[config.mk]
export PLATFORM = sky130hd
export DESIGN_NAME = lbus_blk_if
export DESIGN_NICKNAME = d
export VERILOG_FILES = /design/src/rtl/lbus_blk_pkg.sv /design/src/rtl/lbus_wr_edge.sv /design/src/rtl/lbus_blk_if.sv
export SDC_FILE = /design/constraint.sdc
export NUM_CORES = 1
export LEC_CHECK = 0
export CAP_MARGIN = 20
export CORE_UTILIZATION = 45
export CTS_CLUSTER_DIAMETER = 40
export CTS_CLUSTER_SIZE = 12
export DETAILED_ROUTE_END_ITERATION = 10
export HOLD_SLACK_MARGIN = 0.15
export MAX_ROUTING_LAYER = met4
export PLACE_DENSITY = 0.84
export REMOVE_ABC_BUFFERS = 1
export SYNTH_ARGS = -nofsm -noshare
export SYNTH_HDL_FRONTEND = slang
export SYNTH_SLANG_ARGS = --single-unit
[constraint.sdc]
create_clock -name clk -period 18.4 [get_ports clk]
set_input_delay 1.84 -clock clk [delete_from_list [all_inputs] [get_ports clk]]
set_output_delay 1.84 -clock clk [all_outputs]
set_load 0.01 [all_outputs]
[src/rtl/lbus_blk_pkg.sv]
// lbus_blk_pkg: local-bus address map, ID value, FSM state encoding and STATUS bit
// positions shared by the lbus_blk_if slice.
package lbus_blk_pkg;

  localparam logic [15:0] ADDR_CTRL   = 16'h0002;
  localparam logic [15:0] ADDR_STATUS = 16'h0004;
  localparam logic [15:0] ADDR_CYCCNT = 16'h0006;
  localparam logic [15:0] ADDR_ENCDEC = 16'h000C;
  localparam logic [15:0] ADDR_KEY    = 16'h0100;
  localparam logic [15:0] ADDR_DIN    = 16'h0140;
  localparam logic [15:0] ADDR_DOUT   = 16'h0180;
  localparam logic [15:0] ADDR_ID     = 16'hFFFC;

  localparam logic [15:0] ID_VALUE    = 16'h4703;

  localparam int STAT_BUSY = 0;
  localparam int STAT_DONE = 1;
  localparam int STAT_TMO  = 2;
  localparam int STAT_OVR  = 3;

  typedef enum logic [1:0] {
    S_IDLE = 2'd0,
    S_DLY  = 2'd1,
    S_RUN  = 2'd2
  } state_e;

endpackage

[src/rtl/lbus_wr_edge.sv]
// lbus_wr_edge: two-flop synchroniser for the asynchronous write strobe, followed by a
// rising-edge detector that emits a registered one-cycle pulse.
module lbus_wr_edge (
  input  logic clk,
  input  logic rst,
  input  logic wr_i,
  output logic wstb_o
);

  // sync_q[1] is the synchronised level; sync_q[2] is its previous value
  logic [2:0] sync_q;
  logic       wstb_q;

  always_ff @(posedge clk or posedge rst) begin
    if (rst) begin
      sync_q <= '0;
      wstb_q <= 1'b0;
    end else begin
      sync_q <= {sync_q[1:0], wr_i};
      wstb_q <= sync_q[1] & ~sync_q[2];
    end
  end

  assign wstb_o = wstb_q;

endmodule

[src/rtl/lbus_blk_if.sv]
// lbus_blk_if: local-bus register front end for a block-cipher core (key/din load, start,
// result readback). Define LBUS_CYCCNT_EN to build the RUN cycle counter readable at 0x0006.
module lbus_blk_if
  import lbus_blk_pkg::*;
#(
  parameter int KEY_W    = 256,
  parameter int DATA_W   = 128,
  parameter int TRIG_DLY = 3,
  parameter int TIMEOUT  = 1023
) (
  input  logic              clk,
  input  logic              rst,
  input  logic [15:0]       lbus_a,
  input  logic [15:0]       lbus_di,
  input  logic              lbus_wr,
  input  logic              lbus_rd,
  output logic [15:0]       lbus_do,
  output logic [KEY_W-1:0]  blk_kin,
  output logic [DATA_W-1:0] blk_din,
  input  logic [DATA_W-1:0] blk_dout,
  output logic              blk_krdy,
  output logic              blk_drdy,
  input  logic              blk_kvld,
  input  logic              blk_dvld,
  output logic              blk_encdec,
  output logic              blk_en,
  output logic              blk_rstn,
  output logic              blk_busy
);

  localparam int KW = KEY_W / 16;
  localparam int DW = DATA_W / 16;

  state_e      state_q, state_d;
  logic [3:0]  dly_q, dly_d;
  logic [15:0] tmo_q, tmo_d;
  logic        drdy_q, drdy_d, rstn_q, rstn_d;
  logic        done_q, done_d, tmo_flag_q, tmo_flag_d, ovr_q, ovr_d;
  logic        krdy_q, key_busy_q, encdec_q, cap_dout;
  logic [15:0] key_q  [KW];
  logic [15:0] din_q  [DW];
  logic [15:0] dout_q [DW];
  logic [15:0] do_q, rd_data_d, cyc_rd;
  logic        wstb, busy, wr_ctrl, start_req, rd_status;

  lbus_wr_edge u_wr_edge (
    .clk    (clk),
    .rst    (rst),
    .wr_i   (lbus_wr),
    .wstb_o (wstb)
  );

  assign busy      = (state_q != S_IDLE);
  assign wr_ctrl   = wstb && (lbus_a == ADDR_CTRL);
  assign start_req = wr_ctrl && lbus_di[0];
  assign rd_status = !lbus_rd && (lbus_a == ADDR_STATUS);

  always_comb begin
    state_d    = state_q;
    dly_d      = dly_q;
    tmo_d      = tmo_q;
    drdy_d     = 1'b0;
    rstn_d     = 1'b1;
    cap_dout   = 1'b0;
    done_d     = done_q;
    tmo_flag_d = tmo_flag_q;
    ovr_d      = rd_status ? 1'b0 : ovr_q;
    case (state_q)
      S_IDLE: begin
        if (start_req) begin
          done_d     = 1'b0;
          tmo_flag_d = 1'b0;
          tmo_d      = '0;
          // The strobe cycle itself counts toward the delay, so DLY lasts TRIG_DLY-1 cycles
          if (TRIG_DLY == 1) begin
            state_d = S_RUN;
            drdy_d  = 1'b1;
          end else begin
            state_d = S_DLY;
            dly_d   = 4'(TRIG_DLY - 2);
          end
        end
      end
      S_DLY: begin
        if (dly_q == '0) begin
          state_d = S_RUN;
          drdy_d  = 1'b1;
        end else begin
          dly_d = dly_q - 4'd1;
        end
      end
      S_RUN: begin
        if (blk_dvld) begin
          state_d  = S_IDLE;
          cap_dout = 1'b1;
          done_d   = 1'b1;
        end else if (tmo_q == 16'(TIMEOUT - 1)) begin
          state_d    = S_IDLE;
          tmo_flag_d = 1'b1;
          rstn_d     = 1'b0;
        end else begin
          tmo_d = tmo_q + 16'd1;
        end
      end
      default: state_d = S_IDLE;
    endcase
    if (start_req && busy) ovr_d = 1'b1;
    // Core reset overrides any completion or start seen in the same cycle
    if (wr_ctrl && lbus_di[2]) begin
      state_d  = S_IDLE;
      rstn_d   = 1'b0;
      drdy_d   = 1'b0;
      cap_dout = 1'b0;
      done_d   = done_q;
    end
  end

  always_ff @(posedge clk or posedge rst) begin
    if (rst) begin
      state_q    <= S_IDLE;
      dly_q      <= '0;
      tmo_q      <= '0;
      drdy_q     <= 1'b0;
      rstn_q     <= 1'b1;
      done_q     <= 1'b0;
      tmo_flag_q <= 1'b0;
      ovr_q      <= 1'b0;
    end else begin
      state_q    <= state_d;
      dly_q      <= dly_d;
      tmo_q      <= tmo_d;
      drdy_q     <= drdy_d;
      rstn_q     <= rstn_d;
      done_q     <= done_d;
      tmo_flag_q <= tmo_flag_d;
      ovr_q      <= ovr_d;
    end
  end

  always_ff @(posedge clk or posedge rst) begin
    if (rst) begin
      krdy_q     <= 1'b0;
      key_busy_q <= 1'b0;
      encdec_q   <= 1'b0;
      for (int i = 0; i < KW; i++) key_q[i] <= '0;
      for (int i = 0; i < DW; i++) din_q[i] <= '0;
      for (int i = 0; i < DW; i++) dout_q[i] <= '0;
    end else begin
      krdy_q <= wr_ctrl && lbus_di[1];
      if (blk_kvld) key_busy_q <= 1'b0;
      else if (wr_ctrl && lbus_di[1]) key_busy_q <= 1'b1;
      // Core inputs are frozen while a block is in flight
      if (wstb && !busy && lbus_a == ADDR_ENCDEC) encdec_q <= lbus_di[0];
      for (int i = 0; i < KW; i++)
        if (wstb && !busy && lbus_a == ADDR_KEY + 16'(2 * i)) key_q[i] <= lbus_di;
      for (int i = 0; i < DW; i++)
        if (wstb && !busy && lbus_a == ADDR_DIN + 16'(2 * i)) din_q[i] <= lbus_di;
      if (cap_dout)
        for (int i = 0; i < DW; i++) dout_q[i] <= blk_dout[DATA_W-1-16*i -: 16];
    end
  end

`ifdef LBUS_CYCCNT_EN
  logic [15:0] cyc_q;
  always_ff @(posedge clk or posedge rst) begin
    if (rst) cyc_q <= '0;
    else if (state_q == S_IDLE && state_d != S_IDLE) cyc_q <= '0;
    else if (state_q == S_RUN && state_d == S_RUN && cyc_q != 16'hFFFF) cyc_q <= cyc_q + 16'd1;
  end
  assign cyc_rd = cyc_q;
`else
  assign cyc_rd = '0;
`endif

  always_comb begin
    rd_data_d = '0;
    case (lbus_a)
      ADDR_CTRL:   rd_data_d = {13'b0, ~rstn_q, key_busy_q, busy};
      ADDR_STATUS: begin
        rd_data_d[STAT_BUSY] = busy;
        rd_data_d[STAT_DONE] = done_q;
        rd_data_d[STAT_TMO]  = tmo_flag_q;
        rd_data_d[STAT_OVR]  = ovr_q;
      end
      ADDR_CYCCNT: rd_data_d = cyc_rd;
      ADDR_ENCDEC: rd_data_d = {15'b0, encdec_q};
      ADDR_ID:     rd_data_d = ID_VALUE;
      default:     rd_data_d = '0;
    endcase
    for (int i = 0; i < DW; i++)
      if (lbus_a == ADDR_DOUT + 16'(2 * i)) rd_data_d = dout_q[i];
  end

  always_ff @(posedge clk or posedge rst) begin
    if (rst) do_q <= '0;
    else if (!lbus_rd) do_q <= rd_data_d;
  end

  for (genvar gi = 0; gi < KW; gi++) begin : g_kin
    assign blk_kin[KEY_W-1-16*gi -: 16] = key_q[gi];
  end
  for (genvar gi = 0; gi < DW; gi++) begin : g_din
    assign blk_din[DATA_W-1-16*gi -: 16] = din_q[gi];
  end

  assign lbus_do    = do_q;
  assign blk_krdy   = krdy_q;
  assign blk_drdy   = drdy_q;
  assign blk_rstn   = rstn_q;
  assign blk_busy   = busy;
  assign blk_encdec = encdec_q;
  assign blk_en     = 1'b1;

endmodule

## Word-level counts from Yosys, hierarchy flattened

Index checks and enable logic that the tools add are counted.

- Flip-flop bits (word level): 562
- Input bits: 166
- Output and inout bits: 406
- Logic and storage cells: 189

- Reduce and logical (&&, ||, !) cells: 46
- $add $sub $neg: 2
- Bitwise operators: 4
- Mux-type cells: 43
- Equal/unequal tests: 48

Operators with widths:

| operator | number |
|---|---|
| $eq 16x9->1 const B | 32 |
| $mux 16 | 11 |
| $logic_and 1x1->1 | 32 |
| $pmux 16 s2 | 1 |
| $mux 1 | 18 |
| $add 16x1->16 const B | 1 |
| $eq 16x10->1 const B | 1 |
| $eq 16x16->1 const B | 1 |
| $eq 16x2->1 const B | 1 |
| $eq 16x3->1 const B | 1 |
| $eq 16x4->1 const B | 1 |
| $pmux 4 s4 | 1 |
| $ne 2x2->1 const B | 6 |
| $reduce_and 4->1 | 3 |
| $mux 11 | 1 |
| $mux 2 | 5 |
| $reduce_bool 2->1 | 5 |
| $mux 4 | 2 |
| $pmux 4 s2 | 1 |
| $ne 3x3->1 const B | 2 |
| $pmux 2 s3 | 1 |
| $reduce_and 3->1 | 2 |
| $logic_not 4->1 | 1 |
| $ne 4x4->1 const B | 1 |
| 8 further kinds | 12 |

## Longest topological paths before layout

Gate-level depths: netlist of run 1.

- Depth in word-level cells: 10
- Depth in mapped cells: 10
- Depth with buffers taken out: 7

## Cells and area by module

From an unflattened synthesis of run 1, not the netlist that was laid out.

- Cell total of the unflattened synthesis: 1641
- Area, all modules: 23082.1 um2

By module, submodules not included:

| module | instances | sequential area each (um2) | cells an instance | area each (um2) |
|---|---|---|---|---|
| lbus_blk_if | 1 | 13964.6 | 1635 | 22964.5 |
| lbus_wr_edge | 1 | 100.1 | 6 | 117.6 |

## Worst setup path after synthesis of run 1

No wires, ideal clock.

- Path type: in2reg
- Start point: in lbus_a[9]
- End point: reg key_q (netlist bit blk_kin[48])
- Stages: 9
- Slack: 13993 ps
- Setup time: 125 ps
- Required time: 18275 ps
- Buffers on the path: 4
- Arrival time: 4282 ps
- Cell sequence: or4b_1 buf_2 or3_1 buf_2 nor3_4 and2_1 buf_6 buf_12 mux2_4

- Word-level cells in the longest chain between the ends: 2

Ends and longest elaborated chain:

| item | RTL line | RTL |
|---|---|---|
| start, declared | lbus_blk_if.sv:13 | `input logic [15:0] lbus_a,` |
| $eq 16x9->1 | lbus_blk_if.sv:155 | `if (wstb && !busy && lbus_a == ADDR_KEY + 16'(2 * i)) key_q[i] <= lbus_di;` |
| $logic_and 1x1->1 | lbus_blk_if.sv:155 |  |
| end signal, assigned by index | lbus_blk_if.sv:155 |  |
| end, declared | lbus_blk_if.sv:40 | `logic [15:0] key_q [KW];` |

Every way passes these cells.
A chain may end at the register's enable or synchronous reset.

## Worst setup path after layout of run 1

- Start point: in lbus_a[0]
- End point: reg dout_q[124] in the netlist's numbering

- Word-level cells in the longest chain between the ends: 4

Ends and longest elaborated chain:

| item | RTL line | RTL |
|---|---|---|
| $eq 16x2->1 | lbus_blk_if.sv:54 | `assign wr_ctrl = wstb && (lbus_a == ADDR_CTRL);` |
| $logic_and 1x1->1 | lbus_blk_if.sv:54 |  |
| $logic_and 1x1->1 | lbus_blk_if.sv:109 | `if (wr_ctrl && lbus_di[2]) begin` |
| $mux 1 | lbus_blk_if.sv:109 |  |
| end, declared | lbus_blk_if.sv:42 | `logic [15:0] dout_q [DW];` |

Every way passes these cells.

==> run summary, run 1 <==
Status - finished clean
Crit share post-route - 0.298
Worst path arrival time - 5950 ps
Via/cell ratio - 5.60
Min-Delay Path Class - flip-flop to flip-flop
Number of enable flip-flop cells after synthesis - 0
Final routed DRC violation total - 0
Clock root buffer - sky130_fd_sc_hd__clkbuf_16
RSZ-0062 raised after global routing - false
H-Tree Depth - 3
Routed wirelength normalized by instance count - 26.2 um
Actual slew at the worst max-slew pin - 1140 ps
Most common cell type on the critical path - sky130_fd_sc_hd__buf_4
Fraction of layout cells with a size suffix above 1 - 0.322
Via count of the first global-routing pass - 17700
Hold Violations, Final - 0
# port buffers - 570
Total number of vias - 16200
Placed cells - 2746
X dimension of the die - 228 um
Maximum fanout encountered on the critical timing path - 75
Share of flip-flops with an asynchronous set or reset after synthesis - 1.00
Leak - 0.0153 uW
Antenna violation net count after detailed routing - 0
Power per unit of standard cell area - 91.8 mW/mm^2
Warnings, synthesis - 0
Bufs on Longest Clock Path - 3
DIE AREA - 0.0519 mm^2
DP Area - 0.0293 mm^2
Initial standard-cell utilization of the core - 0.457
Floorplan Core Area - 0.0503 mm^2
Post-CTS Hold Buffers - 0
CTS buffer count - 79
VDD IR max - 0.102 mV
Number of buffers inserted to repair setup after CTS - 0
Number of register bits inferred by synthesis - 562
Delay of the slowest cell on the worst path - 1100 ps
Gp weighted congestion - 0.917
Synth unique cells - 74
Detailed-route wire length - 75900 um
Nets - 2327
Post-place setup slack - 12390 ps
Total grt overflow - 0
Clock sink count - 562
Startpoint of the worst register-to-register path - state_q[1]
Total global-route track usage - 0.301
Global-route wire length before repair - 114000 um
Layout overhead on the synthesized area - 40.2%
Post-route cell area - 0.0322 mm^2
CP required - 18860 ps
Final worst clock skew - 22.0 ps
Core Rows - 82
Number of pins with negative max-slew slack in the final report - 0
DP HPWL - 50600 um
First-iteration detailed-routing DRC count - 1104
Min cycle time layout - 5490 ps
Register area share after synthesis - 0.613
Synthesized netlist cell count - 1585
Slowest stage cell on the critical path - sky130_fd_sc_hd__clkdlybuf4s50_1
Cell area after technology mapping - 0.0230 mm^2
Highest clock rate - 182 MHz
Primary flip-flop cell chosen by synthesis mapping - sky130_fd_sc_hd__dfrtp_1
CTS tree - yes
Router iterations before antenna repair - 8
WP depth - 8
Number of cells on the worst hold path - 0
Syn_area_per_cell - 14.5 um^2
Type of element capturing the critical path - flip-flop
Worst path buffer plus inverter count - 3
Startpoint of the worst setup timing path - lbus_a[0]
Cell family with the largest share of critical-path delay - buffers and inverters
Summed negative setup slack over all endpoints - 0 ps
Critical path startpoint category - input pin
Post-route setup slack - 12910 ps
Clock transition time at the flip-flop clock pins of the worst setup and hold paths - 50 ps
Ports placed on the boundary - 572
Setup-failing EPs final - 0
Worst Reg2Reg Path Length in Cells - 6
Hold Path Origin - u_wr_edge.sync_q[0]
Worst Path Class, Setup - input pin to flip-flop
Total of cells resized after clock tree synthesis - 0
Final std cells w/o fill - 2893
Max-cap violations - 0
Slew HR - 0.236
CP cell instances - clkdlybuf4s50_1 -> nor4b_4 -> and2_1 -> and3_1 -> nor4b_2 -> buf_4 -> buf_4 -> mux2_2
Height of the die - 228 um
Antenna violations before repair - 2
Largest net degree at the start of global routing - 111
Clock network latency to the later pin of the worst-skew pair - 590 ps
==> where the power goes <==
part / internal (uW) / total, uW / switching, uW / leakage, uW
Clock: 1020 / 1600 / 579 / 0.00135
Combinational: 43.8 / 113 / 69.3 / 0.00615
Sequential: 1240 / 1240 / 0.557 / 0.00783
==> worst register-to-register path, stage by stage (launching register included) <==
cell                      delay [ps]
sky130_fd_sc_hd__dfrtp_1         540
sky130_fd_sc_hd__nor2_1          290
sky130_fd_sc_hd__nand2_1         110
sky130_fd_sc_hd__or3_1           410
sky130_fd_sc_hd__nor3_2          790
sky130_fd_sc_hd__nand2_1         860
sky130_fd_sc_hd__mux2_2          540
==> stage by stage <==
| step | power (uW) | util | hold WS (ps) |
|---|---|---|---|
| global placement | 1370 | 0.581 | 337 |
| CTS | 2970 | 0.638 | 363 |
| floorplan | 1290 | - | 331 |
| detailed placement | 1370 | 0.582 | 338 |
| finish | 2950 | 0.640 | 364 |
| global route | 3030 | 0.640 | 384 |
==> routing by layer <==
| layer | global-route usage | vias to the layer above | share of wire |
|---|---|---|---|
| met5 | - | - | 0 |
| met4 | 0.114 | 0 | 0.037 |
| met3 | 0.0971 | 177 | 0.092 |
| met2 | 0.480 | 754 | 0.48 |
| met1 | 0.354 | 8367 | 0.39 |
| li1 | - | 6913 | - |
==> Yosys cell counts (7+ instances only) <==
cell type	number	area [um^2]
sky130_fd_sc_hd__clkbuf_1	80	300
sky130_fd_sc_hd__a22oi_1	9	67.6
sky130_fd_sc_hd__o21ai_0	34	170
sky130_fd_sc_hd__and2_1	10	62.6
sky130_fd_sc_hd__nor2_1	39	146
sky130_fd_sc_hd__and3_1	8	50.1
sky130_fd_sc_hd__a221oi_1	11	96.3
sky130_fd_sc_hd__mux2_4	20	300
sky130_fd_sc_hd__nor3_1	20	100
sky130_fd_sc_hd__buf_2	19	95.1
sky130_fd_sc_hd__or3_1	11	68.8
sky130_fd_sc_hd__a221o_1	7	70.1
sky130_fd_sc_hd__a21o_1	12	90.1
sky130_fd_sc_hd__inv_1	16	60.1
sky130_fd_sc_hd__o32ai_1	8	70.1
sky130_fd_sc_hd__a21oi_1	35	175
sky130_fd_sc_hd__mux2_2	490	5520
sky130_fd_sc_hd__nand3_1	7	35.0
sky130_fd_sc_hd__dfrtp_1	561	14000
sky130_fd_sc_hd__nor4_1	9	56.3
sky130_fd_sc_hd__o211ai_1	8	60.1
sky130_fd_sc_hd__nand2_1	43	161
sky130_fd_sc_hd__nand4_1	10	62.6
sky130_fd_sc_hd__o221a_2	7	78.8
==> kinds of logic (layout without fill, tap and decap cells) <==
| group | Yosys count | after routing | share of synthesized area |
|---|---|---|---|
| AO/OA/AOI/OAI | 173 | 173 | 0.0532 |
| XOR/XNOR | 5 | 5 | 0.00191 |
| adder cells (fa/ha/maj) | 3 | 3 | 0.00164 |
| buffers and inverters | 128 | 761 | 0.0252 |
| flip-flops | 562 | 562 | 0.613 |
| multiplexers | 520 | 520 | 0.258 |
| other | 1 | 4 | 0.000163 |
| AND/OR/NAND/NOR | 193 | 193 | 0.0470 |
==> cell usage in the layout, fill, tap and decap left out, types with 5 or more instances in the layout <==
master / count
sky130_fd_sc_hd__a221oi_1: 11
sky130_fd_sc_hd__mux2_4: 20
sky130_fd_sc_hd__inv_1: 15
sky130_fd_sc_hd__clkbuf_16: 81
sky130_fd_sc_hd__mux2_2: 490
sky130_fd_sc_hd__o221a_2: 7
sky130_fd_sc_hd__a22oi_1: 9
sky130_fd_sc_hd__clkinv_4: 6
sky130_fd_sc_hd__clkbuf_8: 15
sky130_fd_sc_hd__o211ai_1: 8
sky130_fd_sc_hd__buf_4: 27
sky130_fd_sc_hd__and2_1: 10
sky130_fd_sc_hd__dfrtp_1: 561
sky130_fd_sc_hd__nor3_2: 5
sky130_fd_sc_hd__and3_1: 8
sky130_fd_sc_hd__o21a_1: 6
sky130_fd_sc_hd__a21oi_1: 35
sky130_fd_sc_hd__clkinvlp_4: 13
sky130_fd_sc_hd__or3_1: 11
sky130_fd_sc_hd__nand4_1: 10
sky130_fd_sc_hd__nand3_1: 7
sky130_fd_sc_hd__o21ai_0: 34
sky130_fd_sc_hd__clkdlybuf4s50_1: 566
sky130_fd_sc_hd__mux2i_1: 6
sky130_fd_sc_hd__a22o_1: 5
sky130_fd_sc_hd__a221o_1: 7
sky130_fd_sc_hd__nand2_1: 43
sky130_fd_sc_hd__bufinv_16: 11
sky130_fd_sc_hd__nor2b_1: 5
sky130_fd_sc_hd__nor2_1: 39
sky130_fd_sc_hd__nor4_1: 8
sky130_fd_sc_hd__a21o_1: 12
sky130_fd_sc_hd__o32ai_1: 8
sky130_fd_sc_hd__clkinv_2: 6
sky130_fd_sc_hd__nor3_1: 17
sky130_fd_sc_hd__nand2_4: 6
==> worst paths after layout <==
kind | endpoint | slack (ps)
worst max-delay path | dout_q[124] | 12910
worst min-delay path | u_wr_edge.sync_q[1] | 360
worst max register to register | blk_din[98] | 14750
worst min register to register | u_wr_edge.sync_q[1] | 360
max in group asynchronous | dout_q[116] | 14360
min in group asynchronous | blk_din[125] | 1810
==> sequential cells by signal, summed over array words and instances, names as in the netlist <==
register and count:
tmo_q 16, u_wr_edge.sync_q 3, dout_q 128, lbus_do 16, state_q 2, blk_encdec 1, dly_q 4, u_wr_edge.wstb_o 1
tmo_flag_q 1, blk_rstn 1, blk_din 128, blk_kin 256, blk_drdy 1, done_q 1, ovr_q 1, blk_krdy 1
key_busy_q 1
==> layout make-up <==
type / instances / area, um^2
Clock buffer: 99 / 2240
Inverter: 17 / 71.3
Sequential cell: 562 / 14100
Timing Repair Buffer: 603 / 6020
Fill cell: 3477 / 18100
Tap cell: 672 / 841
Antenna cell: 3 / 7.51
Clock inverter: 42 / 568
Multi-Input combinational cell: 895 / 8340
No activity file was read; power rests on OpenSTA's default activity.
==> inputs of run 2 (changes only) <==
--- a/config.mk
+++ b/config.mk
@@ -6,10 +6,11 @@
 export NUM_CORES = 1
 export LEC_CHECK = 0
 export CAP_MARGIN = 20
-export CORE_UTILIZATION = 45
+export CORE_AREA = 2 2 224 226
 export CTS_CLUSTER_DIAMETER = 40
 export CTS_CLUSTER_SIZE = 12
 export DETAILED_ROUTE_END_ITERATION = 10
+export DIE_AREA = 0 0 226 228
 export HOLD_SLACK_MARGIN = 0.15
 export MAX_ROUTING_LAYER = met4
 export PLACE_DENSITY = 0.84
==> constraint.sdc (replaced) <==
create_clock -name clk -period 5.1 [get_ports clk]
set_input_delay 0.51 -clock clk [delete_from_list [all_inputs] [get_ports clk]]
set_output_delay 0.51 -clock clk [all_outputs]
set_load 0.01 [all_outputs]
==> run summary, run 2 (synthesis results as in run 1) <==
H-Tree Depth - 3
Startpoint of the worst register-to-register path - state_q[1]
Highest-count cells in the layout ignoring fill and taps - sky130_fd_sc_hd__clkdlybuf4s50_1, sky130_fd_sc_hd__dfrtp_1, sky130_fd_sc_hd__mux2_2, sky130_fd_sc_hd__clkbuf_16, sky130_fd_sc_hd__nand2_1
Critical path startpoint category - input pin
Worst path arrival time - 3980 ps
Gp weighted congestion - 0.965
Layout overhead on the synthesized area - 40.2%
Summed negative setup slack over all endpoints - 0 ps
Worst hold margin - 337 ps
Clock transition time at the flip-flop clock pins of the worst setup and hold paths - 50 ps
Via/cell ratio - 5.67
Total design power - 10500 uW
Clock sink count - 562
Max-cap violations - 0
Fraction of layout cells with a size suffix above 1 - 0.325
R2R Setup Slk - 1870 ps
X dimension of the die - 226 um
Total of cells resized after clock tree synthesis - 0
Router iterations before antenna repair - 5
Leak - 0.0153 uW
Detailed-route wire length - 76200 um
Total number of vias - 16500
Number of buffers inserted to repair setup after CTS - 0
Setup-failing EPs final - 0
Antenna violations before repair - 3
Switch Pwr - 2470 uW
Final routed DRC violation total - 0
Type of element capturing the critical path - flip-flop
Ports placed on the boundary - 572
Clock Power Share - 0.537
Hold Violations, Final - 0
# port buffers - 570
Slew HR - 0.224
Worst Path Class, Setup - input pin to flip-flop
Crit share post-route - 0.675
Terminating pin of the worst hold path - u_wr_edge.sync_q[0]
Internal Pwr Total - 8080 uW
Total grt overflow - 0
Final worst clock skew - 20.5 ps
Min-Delay Path Class - input pin to flip-flop
Number of pins with negative max-slew slack in the final report - 0
DP HPWL - 50600 um
RSZ-0062 raised after global routing - false
Power per unit of standard cell area - 328 mW/mm^2
Worst Reg2Reg Path Length in Cells - 6
Largest net degree at the start of global routing - 130
CP required - 5640 ps
Fill cell instance count of the final layout - 3407
Clock root buffer - sky130_fd_sc_hd__clkbuf_16
CTS buffer count - 80
Total global-route track usage - 0.304
Core Rows - 82
CTS tree - yes
Via count of the first global-routing pass - 17800
Bufs on Longest Clock Path - 3
Maximum fanout encountered on the critical timing path - 11
Clock network latency to the later pin of the worst-skew pair - 620 ps
Routed wirelength normalized by instance count - 26.2 um
R2r endpoint - blk_kin[162]
DIE AREA - 0.0515 mm^2
Min cycle time layout - 3440 ps
Fraction of power spent switching nets - 0.234
Hold Path Origin - lbus_wr
Actual slew at the worst max-slew pin - 1160 ps
Max FFs per register - 256
Floorplan Core Area - 0.0493 mm^2
Post-CTS Hold Buffers - 0
Global-route wire length before repair - 113000 um
Part of the power in registers - 0.424
VDD IR max - 0.357 mV
Height of the die - 228 um
Most common library cell in the layout ignoring fill and taps - sky130_fd_sc_hd__clkdlybuf4s50_1
Nets - 2338
Highest clock rate - 290 MHz
Antenna violation net count after detailed routing - 0
First-iteration detailed-routing DRC count - 1329
Initial standard-cell utilization of the core - 0.465
Proportion of power drawn by combinational gates - 0.040
Number of cells on the worst hold path - 1
Status - finished clean
[run 2: cell count changes in the layout (fill, tap and decap cells not counted), moves of 3 or more]
cell and change:
sky130_fd_sc_hd__buf_12 +4, sky130_fd_sc_hd__bufinv_16 -3, sky130_fd_sc_hd__clkinv_4 +5, sky130_fd_sc_hd__inv_6 +8
sky130_fd_sc_hd__buf_4 +11, sky130_fd_sc_hd__clkbuf_8 -10, sky130_fd_sc_hd__buf_16 -3
[run 2: how the worst max path moves through the flow]
stage | start | endpoint | cells after the start
floorplan | rst | blk_din[0] | 1
global placement | lbus_a[9] | blk_kin[191] | 6
detailed placement | lbus_a[9] | blk_kin[190] | 6
CTS | lbus_a[13] | lbus_do[12] | 7
global route | lbus_a[9] | blk_kin[196] | 6
finish | lbus_a[13] | lbus_do[12] | 7
[run 2: power groups by stage]
stage	Sequential (uW)	Clock, uW	Combinational, uW
floorplan	4550	0	110
global route	4460	5920	448
global placement	4550	0	409
finish	4470	5660	418
detailed placement	4550	0	416
CTS	4470	5720	419
[run 2: through the flow]
stage | utilization | area (um^2) | instances | setup slack [ps]
after floorplan | - | 22400 | 1474 | -11130
after global routing | 0.652 | 32200 | 2907 | 1590
final | 0.652 | 32200 | 2908 | 1660
after global placement | 0.595 | 29400 | 2758 | 1110
after detailed placement | 0.596 | 29400 | 2759 | 1110
after CTS | 0.652 | 32200 | 2905 | 1760
[run 2: critical path: stages]
cell and delay, ps:
sky130_fd_sc_hd__clkdlybuf4s50_1 440, sky130_fd_sc_hd__or4_1 800, sky130_fd_sc_hd__or3_1 620, sky130_fd_sc_hd__nor2_1 930, sky130_fd_sc_hd__a22oi_1 280, sky130_fd_sc_hd__o32ai_1 220, sky130_fd_sc_hd__a221o_1 170
[run 2: area by class of cell]
cell class | count | area [um^2] | share of cell area
Tap cell | 672 | 841 | 0.0261
Sequential cell | 562 | 14100 | 0.437
Timing Repair Buffer | 613 | 6090 | 0.189
Inverter | 17 | 71.3 | 0.00222
Multi-Input combinational cell | 895 | 8340 | 0.259
Clock buffer | 90 | 2110 | 0.0656
Antenna cell | 3 | 7.51 | 0.000233
Clock inverter | 56 | 647 | 0.0201
[run 2: routing by layer]
layer	share of wire	wire length, um	vias to the layer above	track usage
met5	0	0	-	-
met4	0.042	3220	0	0.130
li1	-	-	6941	-
met2	0.47	35900	833	0.468
met1	0.39	29700	8518	0.367
met3	0.096	7290	186	0.0989
==> inputs of run 3 (changes only) <==
==> constraint.sdc (replaced) <==
create_clock -name clk -period 3.35 [get_ports clk]
set_input_delay 0.335 -clock clk [delete_from_list [all_inputs] [get_ports clk]]
set_output_delay 0.335 -clock clk [all_outputs]
set_load 0.01 [all_outputs]
==> run summary, run 3 (synthesis results as in run 1) <==
Total of cells resized after clock tree synthesis - 0
First-iteration detailed-routing DRC count - 1209
DIE AREA - 0.0515 mm^2
Via count of the first global-routing pass - 18200
Final routed DRC violation total - 0
Min cycle time layout - 2910 ps
Worst path arrival time - 3400 ps
Internal Pwr Total - 12300 uW
Hold Violations, Final - 0
Crit share post-route - 0.868
Total grt overflow - 0
Switch Pwr - 3810 uW
Power per unit of standard cell area - 494 mW/mm^2
Delay of the slowest cell on the worst path - 570 ps
Largest net degree at the start of global routing - 75
Slew HR - 0.391
Clock Power Share - 0.537
Slowest stage cell on the critical path - sky130_fd_sc_hd__nor3_4
Total global-route track usage - 0.309
VDD IR max - 0.460 mV
H-Tree Depth - 3
Total design power - 16100 uW
Height of the die - 228 um
Worst Reg2Reg Path Length in Cells - 7
Part of the power in registers - 0.421
Ports placed on the boundary - 572
DP Area - 0.0299 mm^2
Max-cap violations - 0
Worst Path Class, Setup - flip-flop to flip-flop
Most common library cell in the layout ignoring fill and taps - sky130_fd_sc_hd__clkdlybuf4s50_1
R2r endpoint - blk_kin[62]
Router iterations before antenna repair - 6
Proportion of power drawn by combinational gates - 0.042
CP cell instances - nor2_1 -> nand2_1 -> or3_1 -> nor3_4 -> and2_1 -> buf_12 -> mux2_2
Gp weighted congestion - 0.970
Core Rows - 82
Highest-count cells in the layout ignoring fill and taps - sky130_fd_sc_hd__clkdlybuf4s50_1, sky130_fd_sc_hd__dfrtp_1, sky130_fd_sc_hd__mux2_2, sky130_fd_sc_hd__clkbuf_16, sky130_fd_sc_hd__buf_4
Global-route wire length before repair - 115000 um
CTS buffer count - 82
Number of buffers inserted to repair setup after CTS - 0
Routed wirelength normalized by instance count - 26.2 um
Bufs on Longest Clock Path - 3
CTS tree - yes
Initial standard-cell utilization of the core - 0.465
Actual slew at the worst max-slew pin - 913 ps
Status - finished clean
Clock network latency to the later pin of the worst-skew pair - 640 ps
Antenna violation net count after detailed routing - 0
Fill cell instance count of the final layout - 3336
Fraction of layout cells with a size suffix above 1 - 0.337
Fraction of power spent switching nets - 0.236
Type of element capturing the critical path - flip-flop
RSZ-0062 raised after global routing - false
Floorplan Core Area - 0.0493 mm^2
Layout overhead on the synthesized area - 42.5%
Min-Delay Path Class - input pin to async pin
Number of pins with negative max-slew slack in the final report - 0
Post-CTS Hold Buffers - 1
Leak - 0.0156 uW
Nets - 2386
X dimension of the die - 226 um
Setup-failing EPs final - 0
Clock transition time at the flip-flop clock pins of the worst setup and hold paths - 60 ps
R2R Setup Slk - 440 ps
Via/cell ratio - 5.67
Startpoint of the worst register-to-register path - state_q[1]
Final worst clock skew - 19.1 ps
Clock root buffer - sky130_fd_sc_hd__clkbuf_16
DP HPWL - 51600 um
CP required - 3840 ps
Total number of vias - 16800
Detailed-route wire length - 77500 um
Maximum fanout encountered on the critical timing path - 16
Post-route cell area - 0.0327 mm^2
Highest clock rate - 344 MHz
Max FFs per register - 256
Antenna violations before repair - 4
Clock sink count - 562
Critical path startpoint category - flip-flop
# port buffers - 570
## run 3: final cells by class
type,instances,area [um^2],share of cell area
tap,672,841,0.0257
sequential,562,14100,0.430
clock inverter,55,644,0.0197
antenna,5,12.5,0.000383
timing repair buffer,659,6600,0.202
clock buffer,95,2130,0.0651
inverter,17,71.3,0.00218
multi-input combinational,895,8340,0.255
## run 3: per-layer routing
metal	global-route usage	routed length, um
met5	-	0
met4	0.150	3650
met3	0.0994	7480
met2	0.478	36400
met1	0.366	30000
## run 3: stage by stage
step	worst slack (ps)	setup TNS, ps	utilization	cells	hold WS (ps)
after floorplan	-12700	-8712460	-	1474	331
after global placement	-8.18	-44.6	0.606	2804	336
after detailed placement	-28.6	-216	0.606	2804	335
after CTS	450	0	0.662	2955	184
after global routing	334	0	0.663	2959	226
final	442	0	0.663	2960	218
## run 3: critical path: cells and delay by family, from the launching register on
family | cells | cell delay, ps
buf+inv | 1 | 190
flops | 1 | 530
mux | 1 | 360
simple gates | 5 | 1690
## run 3: power by group through the flow
stage	logic (uW)	registers (uW)	clock network [uW]
6_report	671	6800	8680
5_1_grt	714	6800	9090
4_1_cts	672	6800	8760
3_5_place_dp	664	6920	0
3_3_place_gp	655	6920	0
2_1_floorplan	168	6930	0
## run 3: worst max-delay path by stage
stage	to	cells after the start	startpoint
floorplan	blk_din[0]	1	rst
CTS	blk_kin[62]	7	state_q[1]
global route	blk_kin[62]	7	state_q[1]
detailed placement	blk_kin[62]	7	lbus_a[9]
finish	blk_kin[62]	7	state_q[1]
global placement	blk_kin[58]	7	lbus_a[9]
